### config.mk
export PLATFORM = sky130hd
export DESIGN_NAME = scan_sequencer
export DESIGN_NICKNAME = d
export VERILOG_FILES = /design/src/rtl/rangefinder_pkg.sv /design/src/rtl/seq_watchdog.sv /design/src/rtl/scan_sequencer.sv
export SDC_FILE = /design/constraint.sdc
export NUM_CORES = 1
export LEC_CHECK = 0
export BUFFER_PORTS_ARGS = -buffer_cell sky130_fd_sc_hd__buf_2
export CORE_MARGIN = 5
export CORE_UTILIZATION = 59
export CTS_BUF_LIST = sky130_fd_sc_hd__clkbuf_4 sky130_fd_sc_hd__clkbuf_8
export DETAILED_ROUTE_END_ITERATION = 6
export HOLD_SLACK_MARGIN = 0.02
export PLACE_DENSITY = 0.82
export SYNTH_ARGS = -nofsm -noshare
export SYNTH_HDL_FRONTEND = slang
export SYNTH_SLANG_ARGS = --single-unit
### constraint.sdc
create_clock -name clk -period 3 [get_ports clk]
set_clock_uncertainty 0.2 [all_clocks]
set_input_delay 0.3 -clock clk [delete_from_list [all_inputs] [get_ports clk]]
set_output_delay 0.3 -clock clk [all_outputs]
set_load 0.02 [all_outputs]
### src/rtl/rangefinder_pkg.sv
// Shared types and constants for the rangefinder plot front-end.
// State encoding, step/watchdog widths and the printable-ASCII window for range bytes.
package rangefinder_pkg;

    localparam int STEP_W = 11;
    localparam int WDOG_W = 16;

    localparam logic [7:0] ASCII_LO = 8'h30;
    localparam logic [7:0] ASCII_HI = 8'h6F;

    typedef enum logic [2:0] {
        IDLE,
        CLEAR,
        HDR,
        HI,
        LO,
        ISSUE,
        WAIT,
        DONE
    } state_t;

    function automatic logic is_ascii(input logic [7:0] b);
        return (b >= ASCII_LO) && (b <= ASCII_HI);
    endfunction

endpackage

### src/rtl/seq_watchdog.sv
// Progress watchdog for stream-fed controllers: counts enabled cycles without a kick.
// expire is combinational from the count, so it never depends on the same cycle's kick.
module seq_watchdog
    import rangefinder_pkg::*;
#(
    parameter int WIDTH = WDOG_W,
    parameter int LIMIT = 65535
) (
    input  logic clk,
    input  logic reset,
    input  logic en,
    input  logic kick,
    output logic expire
);

    logic [WIDTH-1:0] cnt_q, cnt_d;

    always_comb begin
        cnt_d = cnt_q;
        if (!en || kick) begin
            cnt_d = '0;
        end else begin
            cnt_d = cnt_q + WIDTH'(1);
        end
    end

    // cnt_q holds the number of idle cycles already spent, so the LIMIT-th one fires.
    assign expire = en && (cnt_q == WIDTH'(LIMIT - 1));

    always_ff @(posedge clk or posedge reset) begin
        if (reset) begin
            cnt_q <= '0;
        end else begin
            cnt_q <= cnt_d;
        end
    end

endmodule

### src/rtl/scan_sequencer.sv
// Scan controller: clears the frame buffer, drops header bytes, pairs range bytes and issues one plot per step.
// Optional SCAN_SKIP_INVALID_EN drops pairs holding bytes outside the ASCII range window instead of plotting them.
module scan_sequencer
    import rangefinder_pkg::*;
#(
    parameter int STEPS      = 682,
    parameter int SKIP_BYTES = 0,
    parameter int TIMEOUT    = 65535
) (
    input  logic        clk,
    input  logic        reset,
    input  logic        scan_start,
    input  logic [7:0]  rx_data,
    input  logic        rx_valid,
    output logic        rx_ready,
    output logic        clear_req,
    input  logic        clear_done,
    output logic        plot_enable,
    output logic [15:0] plot_data,
    output logic [10:0] plot_step,
    input  logic        plot_done,
    output logic        scan_active,
    output logic        scan_done,
    output logic        timeout_err,
    output logic [10:0] points_plotted
);

    localparam logic [STEP_W-1:0] LAST_STEP = STEP_W'(STEPS - 1);
    localparam logic [8:0]        SKIP_N    = 9'(SKIP_BYTES);

    state_t              state_q, state_d, adv_state;
    logic [STEP_W-1:0]   plot_step_q, plot_step_d, adv_step;
    logic [STEP_W-1:0]   points_q, points_d;
    logic [7:0]          hdr_cnt_q, hdr_cnt_d;
    logic [15:0]         plot_data_q, plot_data_d;
    logic                timeout_err_q, timeout_err_d;
    logic                clear_req_q, clear_req_d;
    logic                plot_enable_q, plot_enable_d;
    logic                scan_done_q, scan_done_d;
    logic                scan_active_q, scan_active_d;
    logic                xfer, wd_en, wd_kick, wd_expire;

    assign rx_ready = (state_q == HDR) || (state_q == HI) || (state_q == LO);
    assign xfer     = rx_valid && rx_ready;
    assign wd_en    = (state_q == CLEAR) || (state_q == HDR) || (state_q == HI) ||
                      (state_q == LO) || (state_q == WAIT);
    assign wd_kick  = xfer || (state_d != state_q);

    seq_watchdog #(
        .WIDTH (WDOG_W),
        .LIMIT (TIMEOUT)
    ) u_wdog (
        .clk    (clk),
        .reset  (reset),
        .en     (wd_en),
        .kick   (wd_kick),
        .expire (wd_expire)
    );

    // Step advance shared by a completed plot and a skipped pair.
    always_comb begin
        adv_state = HI;
        adv_step  = plot_step_q + STEP_W'(1);
        if (plot_step_q == LAST_STEP) begin
            adv_state = DONE;
            adv_step  = plot_step_q;
        end
    end

    always_comb begin
        state_d       = state_q;
        plot_step_d   = plot_step_q;
        points_d      = points_q;
        hdr_cnt_d     = hdr_cnt_q;
        plot_data_d   = plot_data_q;
        timeout_err_d = timeout_err_q;

        case (state_q)
            IDLE: begin
                if (scan_start) begin
                    state_d       = CLEAR;
                    plot_step_d   = '0;
                    points_d      = '0;
                    hdr_cnt_d     = '0;
                    timeout_err_d = 1'b0;
                end
            end
            CLEAR: begin
                if (clear_done) begin
                    state_d = (SKIP_BYTES > 0) ? HDR : HI;
                end
            end
            HDR: begin
                if (xfer) begin
                    hdr_cnt_d = hdr_cnt_q + 8'd1;
                    if (({1'b0, hdr_cnt_q} + 9'd1) == SKIP_N) begin
                        state_d = HI;
                    end
                end
            end
            HI: begin
                if (xfer) begin
                    plot_data_d[15:8] = rx_data;
                    state_d           = LO;
                end
            end
            LO: begin
                if (xfer) begin
                    plot_data_d[7:0] = rx_data;
`ifdef SCAN_SKIP_INVALID_EN
                    if (is_ascii(plot_data_q[15:8]) && is_ascii(rx_data)) begin
                        state_d = ISSUE;
                    end else begin
                        state_d     = adv_state;
                        plot_step_d = adv_step;
                    end
`else
                    state_d = ISSUE;
`endif
                end
            end
            ISSUE: begin
                points_d = points_q + STEP_W'(1);
                state_d  = WAIT;
            end
            WAIT: begin
                if (plot_done) begin
                    state_d     = adv_state;
                    plot_step_d = adv_step;
                end
            end
            DONE: begin
                state_d = IDLE;
            end
            default: begin
                state_d = IDLE;
            end
        endcase

        // A stalled handshake abandons the scan without reporting completion.
        if (wd_expire) begin
            state_d       = IDLE;
            timeout_err_d = 1'b1;
        end
    end

    always_comb begin
        clear_req_d   = (state_d == CLEAR);
        plot_enable_d = (state_d == ISSUE);
        scan_done_d   = (state_d == DONE);
        scan_active_d = (state_d != IDLE);
    end

    always_ff @(posedge clk or posedge reset) begin
        if (reset) begin
            state_q       <= IDLE;
            plot_step_q   <= '0;
            points_q      <= '0;
            hdr_cnt_q     <= '0;
            plot_data_q   <= '0;
            timeout_err_q <= 1'b0;
            clear_req_q   <= 1'b0;
            plot_enable_q <= 1'b0;
            scan_done_q   <= 1'b0;
            scan_active_q <= 1'b0;
        end else begin
            state_q       <= state_d;
            plot_step_q   <= plot_step_d;
            points_q      <= points_d;
            hdr_cnt_q     <= hdr_cnt_d;
            plot_data_q   <= plot_data_d;
            timeout_err_q <= timeout_err_d;
            clear_req_q   <= clear_req_d;
            plot_enable_q <= plot_enable_d;
            scan_done_q   <= scan_done_d;
            scan_active_q <= scan_active_d;
        end
    end

    assign clear_req      = clear_req_q;
    assign plot_enable    = plot_enable_q;
    assign plot_data      = plot_data_q;
    assign plot_step      = plot_step_q;
    assign scan_active    = scan_active_q;
    assign scan_done      = scan_done_q;
    assign timeout_err    = timeout_err_q;
    assign points_plotted = points_q;

endmodule

# Word-level counts from Yosys, hierarchy flattened
# Index checks and enable logic that the tools add are counted.
dict set report op_classes {
  n_reduce_logical 25
  addsub 5
  n_eq_ne 17
  mux 22
}
# op count
set op_table {}
lappend op_table {{11-bit case mux with 2 select lines} 2}
lappend op_table {{11-bit 2-to-1 mux} 3}
lappend op_table {{3-bit 2-to-1 mux} 9}
lappend op_table {{3-bit case mux with 8 select lines} 1}
lappend op_table {{11-bit by 1-bit adder with 11-bit output, second input constant} 2}
lappend op_table {{3-bit equality test, second input constant} 6}
lappend op_table {{16-bit by 1-bit adder with 16-bit output, second input constant} 1}
lappend op_table {{16-bit equality test, second input constant} 1}
lappend op_table {{16-bit 2-to-1 mux} 1}
lappend op_table {{8-bit 2-to-1 mux} 2}
lappend op_table {{8-bit case mux with 2 select lines} 1}
lappend op_table {{11-bit by 10-bit equality test with 1-bit output, second input constant} 1}
lappend op_table {{2-bit nonzero test} 5}
lappend op_table {{8-bit by 1-bit adder with 9-bit output, second input constant} 1}
lappend op_table {{9-bit zero test} 1}
lappend op_table {{8-bit by 1-bit adder with 8-bit output, second input constant} 1}
lappend op_table {{1-bit logical OR} 8}
lappend op_table {{2-bit != test, second input constant} 4}
lappend op_table {{2-bit AND reduction} 4}
lappend op_table {{3-bit by 1-bit equality test with 1-bit output, second input constant} 2}
lappend op_table {{3-bit by 2-bit equality test with 1-bit output, second input constant} 2}
lappend op_table {{4-bit AND reduction} 1}
lappend op_table {{3-bit zero test} 1}
lappend op_table {{1-bit 2-to-1 mux} 3}
lappend op_table {{5 further kinds} 6}
dict set report word_totals {
  ff_bits 70
  out_inout_bits 44
  word_cells 81
  inputBits 14
}

# Longest topological paths before layout
dict set report logic_depth {
  word_depth 11
  mapped_depth 8
  ltp_nobuf 7
}

# Cells and area by module
# A second synthesis with hierarchy kept.
dict set report unflattened {
  hier_cells 354
  hier_area_um2 3568.4
}
# mod seq_area_each_um2 cells_per_inst n_inst area_per_inst_um2
set modules_own_cells {}
lappend modules_own_cells {scan_sequencer 1351.3 270 1 2766.4}
lappend modules_own_cells {seq_watchdog 400.4 84 1 802.0}

# Worst setup path after synthesis
# Ideal clock, no wire load.
dict set report synth_path {
  path_kind {register to register}
  startpoint {register plot_step_q[1] (netlist: plot_step[1])}
  endpoint {register u_wdog.cnt_q[0]}
  required_time_ps 2675
  synth_period_minus_slack_ps 2365
  t_arrival_ps 2040
  setup_ps 125
  stages_incl_launch_ff 9
  n_path_buf 1
  slack_ps 635
  path_cell_list {dfrtp_1 -> inv_1 -> ha_1 -> and4b_1 -> and3_2 -> a21oi_1 -> o21a_1 -> clkbuf_8 -> nor4_1}
}
dict set report synth_between {
  elab_chain_cells 9
}
# element line_no
set synth_lines {}
lappend synth_lines {{start: declaration} scan_sequencer.sv:32} ;# logic [STEP_W-1:0] plot_step_q, plot_step_d, adv_step;
lappend synth_lines {{start signal: assignment} scan_sequencer.sv:168} ;# plot_step_q <= plot_step_d;
lappend synth_lines {{11-bit by 10-bit equality test with 1-bit output} scan_sequencer.sv:64} ;# if (plot_step_q == LAST_STEP) begin
lappend synth_lines {{3-bit 2-to-1 mux} scan_sequencer.sv:64}
lappend synth_lines {{3-bit 2-to-1 mux} scan_sequencer.sv:127} ;# if (plot_done) begin
lappend synth_lines {{3-bit case mux with 8 select lines} scan_sequencer.sv:78} ;# case (state_q)
lappend synth_lines {{3-bit 2-to-1 mux} scan_sequencer.sv:141} ;# if (wd_expire) begin
lappend synth_lines {{3-bit != test} scan_sequencer.sv:47} ;# assign wd_kick = xfer || (state_d != state_q);
lappend synth_lines {{1-bit logical OR} scan_sequencer.sv:47}
lappend synth_lines {{1-bit logical OR} seq_watchdog.sv:20} ;# if (!en || kick) begin
lappend synth_lines {{16-bit 2-to-1 mux} seq_watchdog.sv:20}
lappend synth_lines {{via u_wdog.cnt_d[0]} seq_watchdog.sv:16} ;# logic [WIDTH-1:0] cnt_q, cnt_d;
lappend synth_lines {{end signal: assignment} seq_watchdog.sv:34} ;# cnt_q <= cnt_d;
lappend synth_lines {{end: declaration} seq_watchdog.sv:16}
# The timed path passes the listed nets, and every way through them passes these cells.
# A chain may end at the register's enable or synchronous reset.

# Worst setup path in the final report
dict set report layout_path {
  startpoint {register state_q[2]}
  endpoint {register u_wdog.cnt_q[7]}
}
dict set report layout_between {
  elab_chain_cells 11
  word_cells_on_any_way 30
  cone_classes {eq/ne: 8; mux: 10; reduce/logical: 12}
}
# element line_no
set layout_lines {}
lappend layout_lines {{start: declaration} scan_sequencer.sv:31} ;# state_t state_q, state_d, adv_state;
lappend layout_lines {{start signal: assignment} scan_sequencer.sv:167} ;# state_q <= state_d;
lappend layout_lines {{3-bit by 2-bit equality test with 1-bit output / 3-bit by 1-bit equality test with 1-bit output (equally long branches)} {scan_sequencer.sv:43, scan_sequencer.sv:45, scan_sequencer.sv:78}}
lappend layout_lines {{1-bit logical OR, on equally long branches (2 in a row)} {scan_sequencer.sv:43, scan_sequencer.sv:45}}
lappend layout_lines {{1-bit logical AND / 1-bit logical OR (equally long branches)} {scan_sequencer.sv:44, scan_sequencer.sv:45}}
lappend layout_lines {{3-bit 2-to-1 mux, or another cell as far along} scan_sequencer.sv:108} ;# if (xfer) begin
lappend layout_lines {{3-bit case mux with 8 select lines / 1-bit logical AND (equally long branches)} {scan_sequencer.sv:78, seq_watchdog.sv:28}}
lappend layout_lines {{3-bit 2-to-1 mux} scan_sequencer.sv:141}
lappend layout_lines {{3-bit != test} scan_sequencer.sv:47}
lappend layout_lines {{1-bit logical OR} scan_sequencer.sv:47}
lappend layout_lines {{1-bit logical OR *} seq_watchdog.sv:20}
lappend layout_lines {{16-bit 2-to-1 mux *} seq_watchdog.sv:20}
lappend layout_lines {{via u_wdog.cnt_d[7]} seq_watchdog.sv:16}
# The timed path passes the listed nets; every way through them passes the cells marked *.

==> key figures <==
Run status
  – Status: complete, no violations

STA
  – Worst slew margin: 48.4%
  – Tmin final: 2.61 ns
  – Fin crit share: just under 90%
  – Final hold violations: 0
  – Max frequency: 0.383 GHz
  – Slew Limit Fails: 0
  – RSZ-0062 raised after global routing: false
  – PnR worst setup slack: 0.386 ns
  – Final setup TNS: 0 ns
  – Setup-failing EPs final: 0
  – Worst-margin pin slew: roughly 0.77 ns

Routing
  – Wire per inst: 15.8 um
  – Top Metal Used: met4
  – Iteration count of the initial detailed-routing pass: 4
  – Final WL: 7980 um
  – Met2 routed WL: 3680 um
  – WL met1: approximately 3700 um
  – Routed met3 length: 462 um
  – First-iteration detailed-routing DRC count: 218
  – Final ANT Viol Nets: 0
  – Vias: 3013
  – Drt drc: 0
  – Vias per cell: roughly 6

Placement
  – GP Congestion: between 0.8 and 0.9
  – PortBufs: 57
  – Place WS: between 0.4 and 0.5 ns
  – Detailed Place HPWL: 5510 um
  – Placed instance count: 479

Critical path
  – Endpoint class of the critical path: flop
  – CP Class: reg2reg
  – Critical path's top delay family: compound AO/OA/AOI/OAI gates
  – Crit path DAT: 2.63 ns
  – Startpoint types: flop
  – CP cell instances: nand4b_2 -> o21ai_0 -> a21oi_1 -> buf_4 -> o21a_1 -> a2111oi_2
  – CP startpoint: state_q[2]
  – Reg2Reg Setup Slack: 0.39 ns
  – Critical path required time: 3.02 ns
  – CP max stage delay: around 0.54 ns
  – CP max stage cell: dfrtp_1
  – Crit Path Max Fanout: 16
  – RR Startpoint: state_q[2]
  – Worst Path Buf+Inv: 1

Pwr
  – Combinational power share: 35.6%
  – Clock power share: a little under a quarter
  – Share of power burned in registers: 40.4%
  – Cell-internal power: slightly below 0.002 W
  – Leakage: roughly 2 nW
  – Psw: around 0.0013 W
  – Pwr dens: 743 mW/mm^2
  – Net Sw Frac: ~40%
  – Highest ir drop seen on vdd: 0.636 mV

CTS
  – Hold Buf Count CTS: 9
  – Root buffer cell: clkbuf_8
  – Clock-pin slew of the registers on the worst-case setup and hold paths: ~0.08 ns
  – CTS tree: built
  – H-tree depth: 3
  – Clock latency at the later pin of the worst-skew pair: 0.34 ns
  – Postcts setup bufs: 0
  – Max clock buf depth: 2
  – Clock sink total: 70
  – CTS resizes: 0
  – CTS Buf Count: 9

Cells and area
  – P&R area growth vs syn: 16.4%
  – Ant. Diodes: 0
  – Layout cells sized above 1: 27.4%
  – Post-Route Utilization: 69.6%
  – Final #Nets: 442
  – Final std cells w/o fill: 504

Logic synthesis
  – Yosys reg bits: 70
  – Sequential fraction of the synthesis area: between 40% and 50%
  – Yosys Warn Count: 0
  – Synthesized net count: 379
  – Post-Synthesis Cells: about 360
  – Mean post-synth cell area: 10.5 sq um
  – Unique masters post-synth: 61
  – Cell Area, Synth: 0.00375 sq mm

Global route
  – Vias in the first global route: around 2900
  – Largest net degree at the start of global routing: 37
  – First-pass GRT wire length: 13800 um
  – Remaining global-route overflow: 0
  – Initial antenna violation count: 0
  – Total GRT Usage: 20.3%

Floorplanning
  – Die Area: 0.00806 sq mm
  – Chip width: 89.8 um
  – # rows: 29
  – Core area: 0.00628 sq mm
  – Chip height: 89.8 um
  – IO Count: 58
  – Initial Utilization: 59.8%

Run
  – Max cap viols: 0

Worst hold path
  – Hold path startpoint: plot_done
  – Hold Path Class: in2reg
==> layout by cell type (no fill, tap or decap), types with 2 or more instances in the layout <==
| master | count |
|---|---|
| a2111oi_2 | 3 |
| a21oi_1 | 10 |
| a22o_1 | 2 |
| a31oi_1 | 3 |
| and2_1 | 5 |
| and3_1 | 4 |
| and4_1 | 2 |
| buf_2 | 57 |
| buf_4 | 2 |
| clkbuf_8 | 10 |
| dfrtp_1 | 70 |
| dlygate4sd3_1 | 9 |
| ha_1 | 6 |
| inv_1 | 6 |
| inv_6 | 2 |
| mux2_2 | 16 |
| mux2i_1 | 10 |
| nand2_1 | 37 |
| nand2b_1 | 2 |
| nand3_1 | 14 |
| nand4_1 | 9 |
| nor2_1 | 25 |
| nor3_1 | 7 |
| nor4_1 | 9 |
| nor4_2 | 6 |
| o211ai_1 | 7 |
| o21a_1 | 4 |
| o21ai_0 | 24 |
| o31ai_1 | 8 |
| o41ai_1 | 2 |
| or4_1 | 3 |
| xnor2_1 | 7 |
| xor2_1 | 12 |
==> Yosys cell counts (all sizes together) <==
cell | instances | area share (%)
dfrtp | 70 | 47
nand2 | 37 | 3.7
nor2 | 25 | 2.5
o21ai | 25 | 3.3
mux2 | 16 | 4.8
nor4 | 16 | 4.1
nand3 | 14 | 1.9
xor2 | 12 | 2.8
a21oi | 11 | 1.8
mux2i | 10 | 2.7
nand4 | 10 | 2.1
buf | 9 | 1.5
clkbuf | 8 | 1.1
o31ai | 8 | 1.6
inv | 7 | 0.70
nor3 | 7 | 0.93
o211ai | 7 | 1.4
xnor2 | 7 | 1.6
ha | 6 | 2.0
and2 | 5 | 0.83
and3 | 5 | 0.87
a31oi | 4 | 0.83
o21a | 4 | 0.80
or4 | 4 | 0.83
a2111oi | 3 | 1.2
or3 | 3 | 0.67
a21o | 2 | 0.43
a22o | 2 | 0.47
and3b | 2 | 0.50
and4 | 2 | 0.47
nand2b | 2 | 0.33
nand4b | 2 | 0.63
nor4b | 2 | 0.87
o41ai | 2 | 0.47
a21boi | 1 | 0.20
and4b | 1 | 0.27
maj3 | 1 | 0.27
nand3b | 1 | 0.20
nor2b | 1 | 0.17
nor3b | 1 | 0.33
o2111ai | 1 | 0.23
o211a | 1 | 0.27
o32a | 1 | 0.60
or2 | 1 | 0.23
==> sequential cells by signal (all words and copies together), names as in the netlist, 3 cells and up <==
signal,flops
plot_data,16
points_plotted,11
u_wdog.cnt_q,16
hdr_cnt_q,8
state_q,3
plot_step,11
==> layout make-up <==
| cell class | instances | area, sq um |
|---|---|---|
| Clock inverter | 6 | 68.8 |
| Sequential cell | 70 | 1750 |
| Inverter | 7 | 26.3 |
| Timing Repair Buffer | 69 | 410 |
| Clock buffer | 10 | 138 |
| Tap cell | 77 | 96.3 |
| Fill cell | 469 | 1910 |
| Multi-Input combinational cell | 265 | 1880 |
==> path summary, 6_finish.rpt <==
path / endpoint / cells after the start
max: u_wdog.cnt_q[7] / 6
min: plot_step[3] / 4
max reg2reg: u_wdog.cnt_q[7] / 6
min reg2reg: points_plotted[10] / 1
max in group asynchronous: hdr_cnt_q[7] / 4
min in group asynchronous: plot_data[1] / 3
==> per-layer routing <==
metal	GRT usage [%]	vias to the layer above
li1	-	1450
met1	28.6	1461
met2	29.8	87
met3	5.26	15
met4	8.44	0
met5	0	-
==> per-stage QoR <==
step	hold slack, ns	total power [W]	area (sq um)
after floorplan	0.251	0.00216	3750
after global placement	0.257	0.00243	4080
after detailed placement	0.272	0.00247	4080
after CTS	0.176	0.00326	4370
after global routing	0.215	0.00345	4370
final	0.192	0.00325	4370
==> power groups by stage <==
stage | clock (W) | combinational [W] | sequential [W]
finish | 0.000779 | 0.00116 | 0.00131
global route | 0.000840 | 0.00127 | 0.00134
CTS | 0.000797 | 0.00116 | 0.00130
detailed placement | 0 | 0.00115 | 0.00132
global placement | 0 | 0.00113 | 0.00131
floorplan | 0 | 0.000727 | 0.00143
==> kinds of logic after synthesis <==
family / after synthesis / synth area share [%]
flops: 70 / 46.7
simple gates: 141 / 22.3
xor+xnor: 19 / 4.43
fa+ha+maj: 7 / 2.27
mux: 26 / 7.46
compound gates: 72 / 13.6
buf+inv: 24 / 3.27
==> tightest hold or removal path, stage by stage <==
cell     delay (ns)
buf_2          0.16
nand4_1        0.10
xor2_1         0.06
nor2_1         0.07
(Power assumes the default switching activity.)
